$ cat src/rtl/operand_request_sequencer.sv
`default_nettype none
// ============================================================================
// Module      : operand_request_sequencer
// Description : Per-queue VRF read sequencer upstream of the lane operand
//               queues. Accepts one operand-fetch request (base word address
//               plus word count) at a time, emits the matching operand-queue
//               command in the accept cycle, then issues one VRF read per
//               granted cycle. Issue is throttled by queue space and a
//               read-after-write hazard stall.
// Revision    : 1.0 - initial release
// ----------------------------------------------------------------------------
// Optional feature macro: ARA_OPREQ_PERF_CNT_EN
//   defined   : stall_cycles_o counts ISSUE cycles without a grant
//               (saturating, cleared only by reset)
//   undefined : stall_cycles_o tied to zero, no counter state
// ----------------------------------------------------------------------------
// Ports
//   clk_i                     in   clock
//   rst_ni                    in   synchronous active-low reset
//   req_addr_i                in   base VRF word address
//   req_len_i                 in   number of 64-bit words to read
//   req_valid_i               in   request valid
//   req_ready_o               out  idle, able to accept a request
//   operand_queue_cmd_len_o   out  word count forwarded to the queue
//   operand_queue_cmd_valid_o out  one-cycle command pulse (accept cycle)
//   operand_queue_ready_i     in   queue has room for one more operand
//   hazard_stall_i            in   RAW hazard pending, block issue
//   vrf_req_o                 out  read request to the bank arbiter
//   vrf_addr_o                out  current read word address
//   vrf_bank_o                out  target bank (low address bits)
//   vrf_gnt_i                 in   arbiter grant, same cycle as vrf_req_o
//   operand_issued_o          out  read granted this cycle
//   done_o                    out  registered one-cycle completion pulse
//   busy_o                    out  sequencer not idle
//   stall_cycles_o            out  performance counter
// ============================================================================
module operand_request_sequencer #(
    parameter int unsigned AddrWidth = 12,
    parameter int unsigned LenWidth  = 10,
    parameter int unsigned NrBanks   = 8
) (
    input  logic                       clk_i,
    input  logic                       rst_ni,
    input  logic [AddrWidth-1:0]       req_addr_i,
    input  logic [LenWidth-1:0]        req_len_i,
    input  logic                       req_valid_i,
    output logic                       req_ready_o,
    output logic [LenWidth-1:0]        operand_queue_cmd_len_o,
    output logic                       operand_queue_cmd_valid_o,
    input  logic                       operand_queue_ready_i,
    input  logic                       hazard_stall_i,
    output logic                       vrf_req_o,
    output logic [AddrWidth-1:0]       vrf_addr_o,
    output logic [$clog2(NrBanks)-1:0] vrf_bank_o,
    input  logic                       vrf_gnt_i,
    output logic                       operand_issued_o,
    output logic                       done_o,
    output logic                       busy_o,
    output logic [31:0]                stall_cycles_o
);

    localparam int unsigned BANK_WIDTH = $clog2(NrBanks);

    typedef enum logic [0:0] {
        IDLE  = 1'b0,
        ISSUE = 1'b1
    } state_e;

    state_e               state_q, state_d;
    logic [AddrWidth-1:0] addr_q,  addr_d;
    logic [LenWidth-1:0]  rem_q,   rem_d;
    logic                 done_q,  done_d;

    logic                 accept;
    logic                 grant;

    // ------------------------------------------------------------------------
    // Next-state and output logic
    // ------------------------------------------------------------------------
    always_comb begin
        state_d                   = state_q;
        addr_d                    = addr_q;
        rem_d                     = rem_q;
        done_d                    = 1'b0;
        accept                    = 1'b0;
        grant                     = 1'b0;
        req_ready_o               = 1'b0;
        operand_queue_cmd_valid_o = 1'b0;
        operand_queue_cmd_len_o   = '0;
        vrf_req_o                 = 1'b0;

        unique case (state_q)
            IDLE: begin
                req_ready_o = 1'b1;
                accept      = req_valid_i;
                if (accept) begin
                    addr_d = req_addr_i;
                    rem_d  = req_len_i;
                    if (req_len_i != '0) begin
                        state_d                   = ISSUE;
                        operand_queue_cmd_valid_o = 1'b1;
                        operand_queue_cmd_len_o   = req_len_i;
                    end else begin
                        // Empty request: complete without touching the VRF
                        // or the queue.
                        done_d = 1'b1;
                    end
                end
            end

            ISSUE: begin
                vrf_req_o = operand_queue_ready_i & ~hazard_stall_i;
                // A grant seen while no request is raised is ignored.
                grant     = vrf_req_o & vrf_gnt_i;
                if (grant) begin
                    addr_d = addr_q + AddrWidth'(1);  // wraps modulo 2^AddrWidth
                    rem_d  = rem_q - LenWidth'(1);
                    if (rem_q == LenWidth'(1)) begin
                        state_d = IDLE;
                        done_d  = 1'b1;
                    end
                end
            end

            default: begin
                state_d = IDLE;
            end
        endcase
    end

    always_ff @(posedge clk_i) begin
        if (!rst_ni) begin
            state_q <= IDLE;
            addr_q  <= '0;
            rem_q   <= '0;
            done_q  <= 1'b0;
        end else begin
            state_q <= state_d;
            addr_q  <= addr_d;
            rem_q   <= rem_d;
            done_q  <= done_d;
        end
    end

    assign operand_issued_o = grant;
    assign vrf_addr_o       = addr_q;
    assign vrf_bank_o       = addr_q[BANK_WIDTH-1:0];
    assign done_o           = done_q;
    assign busy_o           = (state_q != IDLE);

    // ------------------------------------------------------------------------
    // Stall-cycle performance counter
    // ------------------------------------------------------------------------
`ifdef ARA_OPREQ_PERF_CNT_EN
    logic [31:0] stall_cnt_q, stall_cnt_d;

    always_comb begin
        stall_cnt_d = stall_cnt_q;
        // Any ISSUE cycle without a grant counts, whatever the cause;
        // the counter holds at all-ones rather than wrapping.
        if ((state_q == ISSUE) && !grant && (stall_cnt_q != 32'hFFFF_FFFF)) begin
            stall_cnt_d = stall_cnt_q + 32'd1;
        end
    end

    always_ff @(posedge clk_i) begin
        if (!rst_ni) begin
            stall_cnt_q <= '0;
        end else begin
            stall_cnt_q <= stall_cnt_d;
        end
    end

    assign stall_cycles_o = stall_cnt_q;
`else
    assign stall_cycles_o = 32'd0;
`endif

endmodule
`default_nettype wire

$ cat config.mk
export PLATFORM = sky130hd
export DESIGN_NAME = operand_request_sequencer
export DESIGN_NICKNAME = d
export VERILOG_FILES = /design/src/rtl/operand_request_sequencer.sv
export SDC_FILE = /design/constraint.sdc
export NUM_CORES = 1
export LEC_CHECK = 0
export ABC_CLOCK_PERIOD_IN_PS = 1660
export CAP_MARGIN = 10
export CORE_ASPECT_RATIO = 1.4
export CORE_MARGIN = 1
export CORE_UTILIZATION = 37
export CTS_CLUSTER_DIAMETER = 30
export CTS_CLUSTER_SIZE = 12
export DETAILED_ROUTE_END_ITERATION = 8
export PLACE_DENSITY = 0.88
export SETUP_SLACK_MARGIN = 0.5
export SYNTH_ARGS = -nofsm -noshare
export SYNTH_HDL_FRONTEND = slang
export SYNTH_SLANG_ARGS = --single-unit
$ cat constraint.sdc
create_clock -name clk_i -period 1.66 [get_ports clk_i]
set_input_delay 0.498 -clock clk_i [delete_from_list [all_inputs] [get_ports clk_i]]
set_output_delay 0.498 -clock clk_i [all_outputs]
set_load 0.01 [all_outputs]
==> implementation parameters <==
Parameter                              Value

Status
  Violations in the final reports    negative setup slack
  Result of the run    finished, violations left

Cells and area
  Count of antenna diodes in the layout    0
  Fill cells    267
  Share of final-layout standard cells stronger than drive strength 1    0.619
  Commonest non-fill, non-tap cells in the layout    sky130_fd_sc_hd__buf_6, sky130_fd_sc_hd__buf_4, sky130_fd_sc_hd__conb_1, sky130_fd_sc_hd__a21oi_2, sky130_fd_sc_hd__nand2_1
  Area growth from synthesis to layout    109%
  Most common library cell in the layout ignoring fill and taps    sky130_fd_sc_hd__buf_6
  Layout Cell Area excl Fill    0.00384 mm^2
  Final core area utilization    0.799
  Final nets    413

Hold path
  Hold Crit Start    rem_q[1]
  Tightest Hold Check Type    reg -> reg

Critical path
  Signal arrival time at the worst endpoint    1450 ps
  Critical Path Start    req_len_i[0]
  Largest fanout of any net on the critical path    3
  Reg2Reg Launch Point    busy_o
  Worst Setup Start Kind    primary input
  Longest individual stage delay on the worst path    240 ps
  Data required time of the critical path    1160 ps
  Critical-path top delay cell    sky130_fd_sc_hd__dlygate4sd2_1
  Worst setup path class    in -> out
  Capturing element type of the critical path    output pin
  Cells along the critical path    dlygate4sd2_1, nor2_1, nand3_2, nand2_2, inv_2, and2_4, buf_6

Timing
  Fin worst setup slack    -283 ps
  Fmax achieved    515 MHz
  Final hold violation count    0
  Final-layout setup total negative slack    -2010 ps
  Unrepaired setup endpoints after global routing    yes
  Max-slew violation count    0
  Final cycle utilization of the critical path    1.17
  Minimum clock period    1940 ps
  Number of setup violations in the final report    20
  Setup clock skew after layout    2.67 ps

Route
  Number of design rule violations left after detail routing    0
  Total wirelength of the detailed-routed design    10.2 mm
  Met2 WL    5.30 mm
  Length of routed wiring on met1    3.28 mm
  Top metal layer carrying routed signals    met4
  Remaining antenna violation count    0
  Sum of met3 wire segment lengths after detailed routing    806 um
  Average detailed-routed wire length per instance    22.9 um
  First DRT Iteration DRCs    280
  TritonRoute pass-1 iters    5
  Total number of vias    2699
  Vias per inst    6.07

Logic synthesis
  Synth Register Bits    24
  Synth area leader    sky130_fd_sc_hd__dfxtp_1
  Synth Area per Inst    7.64 um^2
  Area share of the leading cell type in the synthesized netlist    0.261
  Count of synthesis-stage warnings from yosys    0
  Post-synth design cell area    0.00184 mm^2
  Most common flop cell mapped by yosys    sky130_fd_sc_hd__dfxtp_1
  Largest cells by area after synthesis    sky130_fd_sc_hd__dfxtp_1, sky130_fd_sc_hd__buf_4, sky130_fd_sc_hd__a21oi_1
  Ys async rst share    0
  Synth cell types    53
  Post-synthesis instance total    241
  Number of flops mapped to enable cells by yosys    0
  Register area share after synthesis    0.261

CTS
  Cell chosen for the clock root    sky130_fd_sc_hd__clkbuf_8
  Latest clock arrival within the worst-skew pair    280 ps
  Number of buffers on the longest clock path    2
  Number of sinks on the clock net    24
  Clock input transition at the sequential cells of the worst setup and hold paths    100 ps
  Num CTS Buffers    3
  CTS tree    built
  Deepest level of the CTS H-tree    1

Job
  Maximum capacitance violations    0

Power
  PnR Total Power    0.00231 W
  Pwr/cell area    602 mW/mm^2
  Leakage power total    1.67 nW
  Peak ir drop on the vdd network    0.000378 V

Floorplan
  Number of I/O pins    91
  Vertical extent of the die    85.5 um
  Area of the core    0.00480 mm^2
  Number of core rows    30
  Die extent in x    61.6 um
  Starting Density    0.383
  Die ar.    0.00526 mm^2

Global routing
  GR Overflow Total    0
  Wire length of the first global-routing pass    12.5 mm
  Global Route Usage Sum    0.320
  Via count of the first global-routing pass    2505
  Antenna violations before repair    1
  Largest net degree at the start of global routing    15

Placed design
  Placed standard-cell area    0.00266 mm^2
  Routability Congestion    0.832
  Port Buffer Count    58
  Sum of net half-perimeters after detailed placement    4.13 mm
==> kinds of logic after synthesis <==
group,Yosys count,synth area share
buffers and inverters,51,0.187
AO/OA/AOI/OAI,65,0.227
flip-flops,24,0.261
other,1,0.00204
adder cells (fa/ha/maj),3,0.0204
multiplexers,2,0.0116
AND/OR/NAND/NOR,95,0.291
==> power by group <==
part | internal [W] | switching [W] | leakage, nW
clock network | 0.000213 | 0.000225 | 0.0288
logic | 0.000614 | 0.000567 | 1.43
registers | 0.000624 | 0.0000666 | 0.205
total | 0.00145 | 0.000858 | 1.67
==> cell type report <==
| type | instances | area [um^2] | share of cell area |
|---|---|---|---|
| multi-input cells | 199 | 1610 | 0.418 |
| well taps | 64 | 80.1 | 0.0209 |
| repair buffers | 148 | 1550 | 0.404 |
| inverters | 6 | 32.5 | 0.00847 |
| clock buffers | 4 | 55.1 | 0.0143 |
| flip-flops and latches | 24 | 514 | 0.134 |
==> registers in the layout (all words and copies together) (netlist names) <==
signal and count:
done_o 1, vrf_addr_o 12, rem_q 10, busy_o 1
==> per-stage QoR <==
step,std cells,setup WS (ps),hold slack (ps)
finish,445,-283,533
global route,445,-317,545
CTS,431,-268,496
detailed placement,383,-1010,486
global placement,383,-922,475
floorplan,272,31.4,465
==> worst paths after layout <==
check                           cells after the start  slack, ps                         end
worst min-delay path                                2        530                    rem_q[1]
worst max register to register                      8        -70              vrf_addr_o[11]
worst max-delay path                                7       -280  operand_queue_cmd_len_o[3]
worst min register to register                      2        530                    rem_q[1]
==> worst max-delay path: cells and delay by family <==
kind	cells	cell delay, ps
buf+inv	3	410
simple gates	4	530
==> layer usage <==
layer | global-route usage | up-vias
li1 | - | 1085
met1 | 0.334 | 1256
met2 | 0.548 | 263
met3 | 0.0488 | 95
met4 | 0.236 | 0
met5 | 0 | -
==> Yosys cell counts (2+ instances only) <==
cell type and instances:
sky130_fd_sc_hd__o21ai_0 4, sky130_fd_sc_hd__o2bb2ai_1 6, sky130_fd_sc_hd__dfxtp_1 24, sky130_fd_sc_hd__and3_1 6, sky130_fd_sc_hd__buf_4 35, sky130_fd_sc_hd__nand4b_1 2, sky130_fd_sc_hd__nand4_1 3, sky130_fd_sc_hd__a41oi_1 2
sky130_fd_sc_hd__nor3_1 5, sky130_fd_sc_hd__nand3_1 9, sky130_fd_sc_hd__ha_1 3, sky130_fd_sc_hd__and2_1 13, sky130_fd_sc_hd__o21ai_1 7, sky130_fd_sc_hd__nand2_1 20, sky130_fd_sc_hd__a21oi_1 23, sky130_fd_sc_hd__nor3b_1 2
sky130_fd_sc_hd__nor2b_1 5, sky130_fd_sc_hd__buf_2 3, sky130_fd_sc_hd__nor4_1 3, sky130_fd_sc_hd__inv_2 2, sky130_fd_sc_hd__inv_1 3, sky130_fd_sc_hd__o31ai_1 3, sky130_fd_sc_hd__a31oi_1 6, sky130_fd_sc_hd__o22ai_1 2
sky130_fd_sc_hd__clkbuf_1 5, sky130_fd_sc_hd__nand2b_1 2, sky130_fd_sc_hd__nor2_1 17
==> timing repair <==
item | in CTS | in global routing
endpoints found under the hold margin | 0 | 0
resized for setup | 298 | 62
endpoints found under the setup margin | 55 | 55
hold buffers | 0 | 0
pin swaps | 26 | 31
cloned | 4 | 0
buffers inserted | 40 | 14
Note: power is estimated with default switching activity, not from simulation.
